--- src/rtl/vga_mem_arbiter.sv ---
// vga_mem_arbiter: shares one synchronous tile RAM between the VGA scan-out
// reader and a game-logic writer; display reads always win their slot.
module vga_mem_arbiter #(
    parameter int VBLANK_ONLY = 0,
    parameter int COLS        = 80
) (
    input  logic        clk,
    input  logic        rst,
    output logic        pixel_en,
    input  logic [9:0]  h_count,
    input  logic [9:0]  v_count,
    input  logic        h_valid,
    input  logic        v_valid,
    input  logic        wr_req,
    input  logic [12:0] wr_addr,
    input  logic [7:0]  wr_data,
    output logic        wr_ack,
    output logic [12:0] mem_addr,
    output logic        mem_we,
    output logic [7:0]  mem_wdata,
    input  logic [7:0]  mem_rdata,
    output logic [7:0]  pixel_color,
    output logic        frame_start
);

    typedef enum logic [1:0] {
        W_IDLE,
        W_ISSUE,
        W_ACK
    } wstate_t;

    wstate_t     state;
    logic        started;
    logic        active;
    logic        read_slot;
    logic        vb_ok;
    logic        issue_go;
    logic        rd_d;
    logic        blank_d;
    logic [12:0] disp_addr;
    logic        unused_bits;

    assign unused_bits = ^{v_count[9], v_count[2:0], h_count[2:0]};

    assign active    = h_valid & v_valid;
    assign read_slot = pixel_en & active;
    assign disp_addr = 13'(v_count[8:3]) * 13'(COLS) + 13'(h_count[9:3]);
    assign vb_ok     = (VBLANK_ONLY == 0) || !v_valid;

    // Deciding in a pixel_en=1 cycle puts W_ISSUE on the following
    // pixel_en=0 cycle, which can never be a read slot.
    assign issue_go = wr_req & pixel_en & vb_ok;

    // Pixel-clock enable: one idle edge after reset, then toggle forever.
    always_ff @(posedge clk or posedge rst) begin
        if (rst) begin
            started  <= 1'b0;
            pixel_en <= 1'b0;
        end else if (!started) begin
            started  <= 1'b1;
        end else begin
            pixel_en <= ~pixel_en;
        end
    end

    // Writer FSM with registered one-cycle acknowledge.
    always_ff @(posedge clk or posedge rst) begin
        if (rst) begin
            state  <= W_IDLE;
            wr_ack <= 1'b0;
        end else begin
            wr_ack <= (state == W_ISSUE);
            case (state)
                W_IDLE:  if (issue_go) state <= W_ISSUE;
                W_ISSUE: state <= W_ACK;
                W_ACK:   state <= W_IDLE;
                default: state <= W_IDLE;
            endcase
        end
    end

    // RAM port mux: the writer owns the port only in W_ISSUE.
    always_comb begin
        mem_addr  = disp_addr;
        mem_we    = 1'b0;
        mem_wdata = 8'h00;
        if (state == W_ISSUE) begin
            mem_addr  = wr_addr;
            mem_we    = 1'b1;
            mem_wdata = wr_data;
        end
    end

    // Colour register: RAM data lands one cycle after the read slot.
    always_ff @(posedge clk or posedge rst) begin
        if (rst) begin
            rd_d        <= 1'b0;
            blank_d     <= 1'b0;
            pixel_color <= 8'h00;
        end else begin
            rd_d    <= read_slot;
            blank_d <= pixel_en & ~active;
            if (rd_d) begin
                pixel_color <= mem_rdata;
            end else if (blank_d) begin
                pixel_color <= 8'h00;
            end
        end
    end

    // Frame marker at the pixel that sits on the top-left origin.
    always_ff @(posedge clk or posedge rst) begin
        if (rst) begin
            frame_start <= 1'b0;
        end else begin
            frame_start <= pixel_en && (h_count == 10'd0) && (v_count == 10'd0);
        end
    end

endmodule

--- config.mk ---
export PLATFORM = sky130hd
export DESIGN_NAME = vga_mem_arbiter
export DESIGN_NICKNAME = d
export VERILOG_FILES = /design/src/rtl/vga_mem_arbiter.sv
export SDC_FILE = /design/constraint.sdc
export NUM_CORES = 1
export LEC_CHECK = 0
export BUFFER_PORTS_ARGS = -buffer_cell sky130_fd_sc_hd__buf_2
export CORE_MARGIN = 1
export CORE_UTILIZATION = 40
export DETAILED_ROUTE_END_ITERATION = 8
export GPL_TIMING_DRIVEN = 1
export HOLD_SLACK_MARGIN = 0.06
export PLACE_DENSITY = 0.84
export SYNTH_ARGS = -nofsm -noshare
export SYNTH_HDL_FRONTEND = slang
export SYNTH_SLANG_ARGS = --single-unit
export TNS_END_PERCENT = 100
--- constraint.sdc ---
create_clock -name clk -period 2 [get_ports clk]
set_clock_uncertainty 0.05 [all_clocks]
set_input_delay 0.1 -clock clk [delete_from_list [all_inputs] [get_ports clk]]
set_output_delay 0.1 -clock clk [all_outputs]
set_load 0.05 [all_outputs]
**Yosys cells after proc, flatten, opt, wreduce, memory -nomap -nowiden**

Cells that the tools add are included.

- Flip-flop bits (word level): 16
- Input bits: 54
- Logic and storage cells: 31

- $add $sub $neg: 1
- $mul: 1
- Eq/ne operators: 2
- Multiplexer cells: 7
- Bitwise logic cells: 6
- Reductions and logical operators: 6

Operators with widths:

| operator | count |
|---|---|
| 2-to-1 mux 8 bit | 3 |
| zero test 10 bit | 2 |
| adder 13 x 7 -> 13 bit | 1 |
| 2-to-1 mux 13 bit | 1 |
| multiplier 6 x 3 -> 9 bit, second input constant | 1 |
| AND 1 bit | 4 |
| case mux 2 bit (2 select lines) | 1 |
| == test 2 x 1 -> 1 bit, second input constant | 1 |
| logical AND 1 bit | 2 |
| zero test 2 bit | 1 |
| 2-to-1 mux 2 bit | 1 |
| inequality test 2 bit, second input constant | 1 |
| inverter 1 bit | 2 |
| nonzero test 2 bit | 1 |
| 2-to-1 mux 1 bit | 1 |

**Depth between registers and ports, before layout**

Gate-level depths: netlist of the first run.

- Depth in word-level cells: 3
- Depth in mapped cells: 8
- Mapped depth without buffers: 8

**Least setup slack after synthesis of the first run**

Ideal clock, no wire load.

- Path kind: input to output
- Start: input port v_count[4]
- End: output port mem_addr[12]
- Arrival time: 2.713 ns
- Required time: 1.850 ns
- Path slack: -0.863 ns
- Stages: 8
- Path buffers: 0
- Cells stage by stage: ha_1 -> ha_1 -> fa_1 -> a21o_2 -> a21oi_1 -> xnor2_1 -> a31oi_1 -> o21ai_0

- Word-level cells in the longest chain between the ends: 3

Ends and longest elaborated chain:

| element | RTL line | source |
|---|---|---|
| start: declaration | 11 | `input logic [9:0] v_count,` |
| multiplier 6 x 3 -> 9 bit | 47 | `assign disp_addr = 13'(v_count[8:3]) * 13'(COLS) + 13'(h_count[9:3]);` |
| adder 13 x 7 -> 13 bit | 47 |  |
| 2-to-1 mux 13 bit | 87 | `if (state == W_ISSUE) begin` |
| end: declaration | 18 | `output logic [12:0] mem_addr,` |

Every way passes these cells.

**Final worst setup path of the first run**

- Start: input port v_count[6]
- End: output port mem_addr[11]

Same word-level chain as after synthesis.

==> results of run 1 <==
## placed cells by master (no fill, tap or decap), types with 2 or more instances in the layout
cell type	count
a21oi_2	3
a22o_1	4
and2_1	8
buf_2	79
buf_4	11
buf_6	6
clkbuf_4	3
dfrtp_1	16
dlygate4sd3_1	18
ha_1	6
ha_4	4
inv_1	2
mux2_2	6
nand2_1	13
nand2b_1	4
nor2_1	4
nor2_4	2
nor2b_1	2
nor3_1	2
nor4_1	3
o21ai_0	4
o21ai_1	3
o21ai_2	2
o21ai_4	2
xnor2_1	3
xnor2_2	3
xor2_1	2
## kinds of logic after synthesis
kind of cell / Yosys count / share of synthesized area [%]
AOI/OAI and AO/OA: 25 / 13.1
xor gates and xnor gates: 9 / 6.75
adders and majority gates: 13 / 15.2
buffers and inverters: 6 / 2.14
DFF: 16 / 34.3
muxes: 6 / 5.79
other: 1 / 0.321
and+or+nand+nor: 47 / 22.4
## what timing repair did
| action | 4_1_cts | 5_1_grt |
|---|---|---|
| hold buffers | 19 | 0 |
| buffers inserted | 0 | 2 |
| endpoints found under the setup margin | 4 | 6 |
| endpoints found under the hold margin | 28 | 0 |
| gates resized for setup | 20 | 16 |
| pin swaps | 8 | 10 |
## worst max-delay path: cells and delay by family
kind,cells,cell delay (ns)
buffers and inverters,2,0.28
xor gates and xnor gates,2,0.32
AOI/OAI and AO/OA,1,0.17
adders and majority gates,3,0.80
and+or+nand+nor,2,0.35
## area by class of cell
type	instances	area (um^2)
multi-input combinational	101	922
timing repair buffer	115	741
fill	183	612
sequential	16	400
tap	31	38.8
clock buffer	4	36.3
inverter	2	7.51
## per-layer routing
| metal | GRT usage (%) | wire, um |
|---|---|---|
| met1 | 23.6 | 1370 |
| met5 | 0 | 0 |
| met3 | 4.42 | 204 |
| met4 | 9.41 | 95 |
| met2 | 45.6 | 2090 |
## through the flow
stage	area [um^2]	setup WS (ns)	total power, mW	cells	hold WS [ns]
final	2150	-0.183	2.31	269	0.0333
after global placement	1760	-0.197	1.90	246	0.121
after CTS	2080	-0.145	2.23	269	0.117
after floorplan	1230	-0.0709	1.58	123	-0.0363
after detailed placement	1760	-0.260	1.92	246	0.139
after global routing	2150	-0.267	2.43	269	0.0779
## sequential cells by signal (all words and copies together), names as in the netlist
register     cells
blank_d          1
frame_start      1
pixel_color      8
pixel_en         1
rd_d             1
started          1
state            2
wr_ack           1
## power by group through the flow
stage | clock network (mW) | logic (mW) | registers (mW)
global route | 0.228 | 1.71 | 0.491
global placement | 0 | 1.42 | 0.479
CTS | 0.212 | 1.54 | 0.476
finish | 0.201 | 1.63 | 0.476
floorplan | 0 | 0.898 | 0.684
detailed placement | 0 | 1.44 | 0.482
## how the worst max path moves through the flow
stage / start / endpoint / slack [ns] / cells after the start
detailed placement: v_count[4] / mem_addr[12] / -0.26 / 10
global placement: v_count[4] / mem_addr[11] / -0.20 / 10
global route: v_count[6] / mem_addr[11] / -0.27 / 10
CTS: v_count[6] / mem_addr[12] / -0.15 / 10
floorplan: v_count[4] / mem_addr[12] / -0.07 / 8
finish: v_count[6] / mem_addr[11] / -0.18 / 10
==> impl_metrics.py, run 1 <==
metrics = {
    "status": {
        "status": "finished, violations left",
        "failed_checks": "setup timing",
    },
    "timing": {
        "max_freq_mhz": 458,
        "rsz0062_at_grt": "yes",
        "setup_violations": 3,
        "finalSetupTns_ns": -0.436,
        "setup_ws_ns": -0.183,
        "final-hold-violation-count": 0,
        "timing_max_transition_violations_final": 0,
        "relSlewSlack_pct": 61.6,
        "fin_crit_sh_pct": 109,
        "fin_crit_ns": 2.18,
        "worstMarginPinSlew_ns": 0.575,
    },
    "synth": {
        "synth_ff_type": "dfrtp_1",
        "synth.avg_cell_area_um2": 9.49,
        "synth.distinct_cells": 32,
        "synth-seq-cells": 16,
        "synth_area_leader_cell": "dfrtp_1",
        "netlist_top_cells_area": "dfrtp_1, ha_1, mux2_2",
        "synth_edf_count": 0,
        "seq_area_frac_synth_pct": 34.3,
        "ys_warn_count": 0,
        "synthTopCellsByCount": "dfrtp_1, nand2_1, ha_1",
        "synth_area_um2": 1170,
        "synth_top_area_share_pct": 34.3,
        "ys_async_sr_fraction_pct": 100,
        "yosysMostFrequentCell": "dfrtp_1",
        "syn-num-nets": 190,
        "syn_inst": 123,
    },
    "clocking": {
        "cts_root_buf": "clkbuf_4",
        "insertion_delay_ns": 0.28,
        "cts_made_buffers": 3,
        "clock_sinks": 16,
        "cts_tree": "done",
        "clk_path_buf_depth": 2,
        "htree_num_levels": 1,
        "cts.reportedPaths.clkPinSlew_ns": 0.09,
    },
    "detailed_routing": {
        "detail-route-antenna-nets": 0,
        "dr.pass1.iters": 4,
        "wl_um": 3760,
        "dr.first_iter.drc_count": 66,
        "num_vias": 1373,
        "drc": 0,
        "wire_per_inst_um": 14.0,
        "vias_per_cell": 5.10,
    },
    "floorplanning": {
        "start_util_pct": 42.3,
        "die_width_um": 56.0,
        "core_um2": 2760,
        "rows": 19,
        "ioPinCount": 87,
        "die_area_um2": 3140,
        "fp.dieH_um": 56.0,
    },
    "placed_design": {
        "place_congestion": 0.761,
        "port_buffers": 86,
        "hpwl_um": 2460,
    },
    "worst_hold_path": {
        "hold_path_class": "input port to flop",
        "min_from": "v_count[9]",
        "min_to": "frame_start",
        "hold_depth": 4,
    },
    "layout": {
        "drive_gt1_share_pct": 56.3,
        "final_nets": 306,
        "n_antenna_cell": 0,
        "area_delta_synth_final_pct": 83.8,
        "final_core_util_pct": 77.8,
    },
    "worst_setup_path": {
        "critPathMaxStageDelay_ns": 0.40,
        "rr_worst_depth": 2,
        "r2r-end": "blank_d",
        "path_common_cell": "ha_4",
        "r2r_slack_ns": 0.65,
        "cp_max_fo": 3,
        "worstSetupEndpointType": "primary output",
        "path_cells": "buf_8, ha_4, ha_4, fa_2, xor2_2, nand3_2, nor4_4, xnor2_2, o21ai_4, buf_6",
        "r2r_start": "pixel_en",
        "cp_slowest_cell": "fa_2",
        "worstPathArrival_ns": 2.03,
        "crit_path_start_kind": "input port",
        "required_ns": 1.85,
        "crit_type": "input port to primary output",
    },
    "power": {
        "internal_power_mw": 1.06,
        "p_clk_share_pct": 8.7,
        "p_per_area_nw_per_um2": 1080,
        "irDropWorstVdd_mv": 1.15,
        "power.switching_mw": 1.25,
        "p_leak_nw": 1.08,
        "combPwrFrac_pct": 70.7,
        "seqPwrFrac_pct": 20.6,
        "swShare_pct": 53.9,
    },
    "global_route": {
        "globalRouteOverflowTotal": 0,
        "grt_pass1_vias": 1353,
        "track_usage_pct": 23.3,
        "antenna_found_initial": 0,
        "grt_max_degree": 20,
        "grt_pass1_wl_um": 5680,
    },
    "flow_run": {
        "cap_violations": 0,
    },
}
(Power assumes the default switching activity.)
==> run 2: changes to the inputs <==
==> config.mk (replaced) <==
export PLATFORM = sky130hd
export DESIGN_NAME = vga_mem_arbiter
export DESIGN_NICKNAME = d
export VERILOG_FILES = /design/src/rtl/vga_mem_arbiter.sv
export SDC_FILE = /design/constraint.sdc
export NUM_CORES = 1
export LEC_CHECK = 0
export CORE_MARGIN = 1
export CORE_UTILIZATION = 55
export DETAILED_ROUTE_END_ITERATION = 8
export DONT_BUFFER_PORTS = 1
export GPL_TIMING_DRIVEN = 1
export HOLD_SLACK_MARGIN = 0.06
export PLACE_DENSITY = 0.74
export SYNTH_ARGS = -nofsm -noshare
export SYNTH_HDL_FRONTEND = slang
export SYNTH_SLANG_ARGS = --single-unit
export TNS_END_PERCENT = 100
==> run 2 against run 1 <==
Compared with the run above:
- the run still ends with setup timing left
- power is 0.51% higher
- worst hold slack better by 0.24 ns
- global-route usage is 7.3 points higher
- critical endpoint is now mem_addr[12]
- largest cell class unchanged
- highest routed layer unchanged
==> impl_metrics.py, run 2 (synthesis gave the netlist of run 1 again) <==
metrics = {
    "clocking": {
        "cts_tree": "done",
        "insertion_delay_ns": 0.29,
        "cts.reportedPaths.clkPinSlew_ns": 0.10,
        "clock_sinks": 16,
        "cts_made_buffers": 3,
        "clk_path_buf_depth": 2,
        "cts_root_buf": "clkbuf_4",
        "htree_num_levels": 1,
    },
    "timing": {
        "setup_violations": 2,
        "final-hold-violation-count": 0,
        "fin_hold_ws_ns": 0.269,
        "fin_crit_ns": 2.06,
        "worstMarginPinSlew_ns": 0.606,
        "setup_ws_ns": -0.0575,
        "max_freq_mhz": 486,
        "timing_max_transition_violations_final": 0,
        "fin_crit_sh_pct": 103,
        "rsz0062_at_grt": "yes",
        "relSlewSlack_pct": 59.6,
    },
    "detailed_routing": {
        "drc": 0,
        "detail-route-antenna-nets": 0,
        "wire_per_inst_um": 19.2,
        "num_vias": 1134,
        "dr.first_iter.drc_count": 27,
        "wl_um": 3610,
        "vias_per_cell": 6.03,
        "dr.pass1.iters": 4,
    },
    "worst_setup_path": {
        "worstSetupEndpointType": "primary output",
        "crit_type": "input port to primary output",
        "path_cells": "ha_4, ha_4, fa_2, a21o_2, a21oi_4, xnor2_2, a31oi_1, o21ai_2, buf_12",
        "cp_max_fo": 4,
        "critPathMaxStageDelay_ns": 0.40,
        "required_ns": 1.85,
        "path_common_cell": "ha_4",
        "worstPathArrival_ns": 1.91,
        "cp_slowest_cell": "fa_2",
        "crit_path_start_kind": "input port",
    },
    "status": {
        "failed_checks": "setup timing",
        "status": "finished, violations left",
    },
    "global_route": {
        "track_usage_pct": 30.5,
        "grt_pass1_wl_um": 4620,
        "globalRouteOverflowTotal": 0,
        "antenna_found_initial": 0,
        "grt_pass1_vias": 1092,
        "grt_max_degree": 20,
    },
    "layout": {
        "final_nets": 229,
        "largest_reg_flops": 8,
        "layout_commonest_cell": "dlygate4sd3_1",
        "area_delta_synth_final_pct": 50.7,
        "n_fill_cell": 89,
        "drive_gt1_share_pct": 31.1,
        "n_antenna_cell": 0,
        "largest-register": "pixel_color",
        "layout_common_cells": "dlygate4sd3_1, dfrtp_1, buf_4, nand2_1, and2_1",
        "top_regs": "pixel_color x8, state x2",
        "final_cells": 188,
    },
    "worst_hold_path": {
        "hold_path_class": "input port to asynchronous set/reset pin",
    },
    "power": {
        "p_per_area_nw_per_um2": 1320,
        "irDropWorstVdd_mv": 1.07,
        "p_leak_nw": 0.754,
    },
    "flow_run": {
        "cap_violations": 0,
    },
    "placed_design": {
        "place_congestion": 0.751,
        "hpwl_um": 2210,
        "port_buffers": 0,
        "dp.cells": 164,
    },
    "floorplanning": {
        "ioPinCount": 87,
        "die_area_um2": 2310,
        "rows": 16,
        "fp.dieH_um": 48.1,
        "core_um2": 1980,
        "die_width_um": 48.1,
        "start_util_pct": 58.9,
    },
}
-- run 2: per-layer routing --
layer  vias up  part of all wire, %  track usage, %
li1        508                    -               -
met1       525                   34            29.4
met2        81                   54            56.2
met3        20                  7.6            10.2
met4         0                  4.6            17.2
met5         -                    0               0
-- run 2: final timing paths --
path                                 start        endpoint  slack (ns)  cells past startpoint
worst max register to register    pixel_en     frame_start        0.35                      4
worst min register to register     started        pixel_en        0.41                      1
max in group asynchronous              rst  pixel_color[5]        1.24                      2
min in group clk                   started        pixel_en        0.41                      1
worst max-delay path            v_count[4]    mem_addr[12]       -0.06                      9
worst min-delay path                   rst  pixel_color[2]        0.27                      2
-- run 2: cell type report --
type	count	area [um^2]	area share (%)
inverter	2	7.51	0.427
timing repair buffer	38	393	22.3
tap	27	33.8	1.92
sequential	16	400	22.8
clock buffer	4	36.3	2.06
multi-input combinational	101	888	50.5
-- run 2: through the flow --
step	TNS, ns	cell area, um^2	power (mW)	worst slack [ns]	utilization, %
after floorplan	-0.0709	1230	1.58	-0.0709	-
after global placement	0	1450	1.95	0.00313	73.0
after detailed placement	-0.168	1450	1.98	-0.0606	73.0
after CTS	-0.0311	1720	2.25	-0.0266	86.8
after global routing	-0.211	1760	2.41	-0.0978	88.8
final	-0.101	1760	2.32	-0.0575	88.8
-- run 2: power by group --
part	internal (mW)	leakage (nW)	switching (mW)
clock network	0.111	0.0210	0.110
logic	0.540	0.523	0.895
registers	0.406	0.210	0.259
-- run 2: worst max-delay path: cells and delay by family --
family,cells,cell delay (ns)
xor gates and xnor gates,1,0.16
buffers and inverters,1,0.16
adders and majority gates,3,0.79
AOI/OAI and AO/OA,4,0.69
-- run 2: what timing repair did --
action / in CTS / in global routing
endpoints found under the hold margin: 28 / 0
pin swaps: 0 / 1
gates resized for setup: 6 / 6
hold buffers: 19 / 0
setup buffers: 1 / 1
endpoints found under the setup margin: 3 / 4
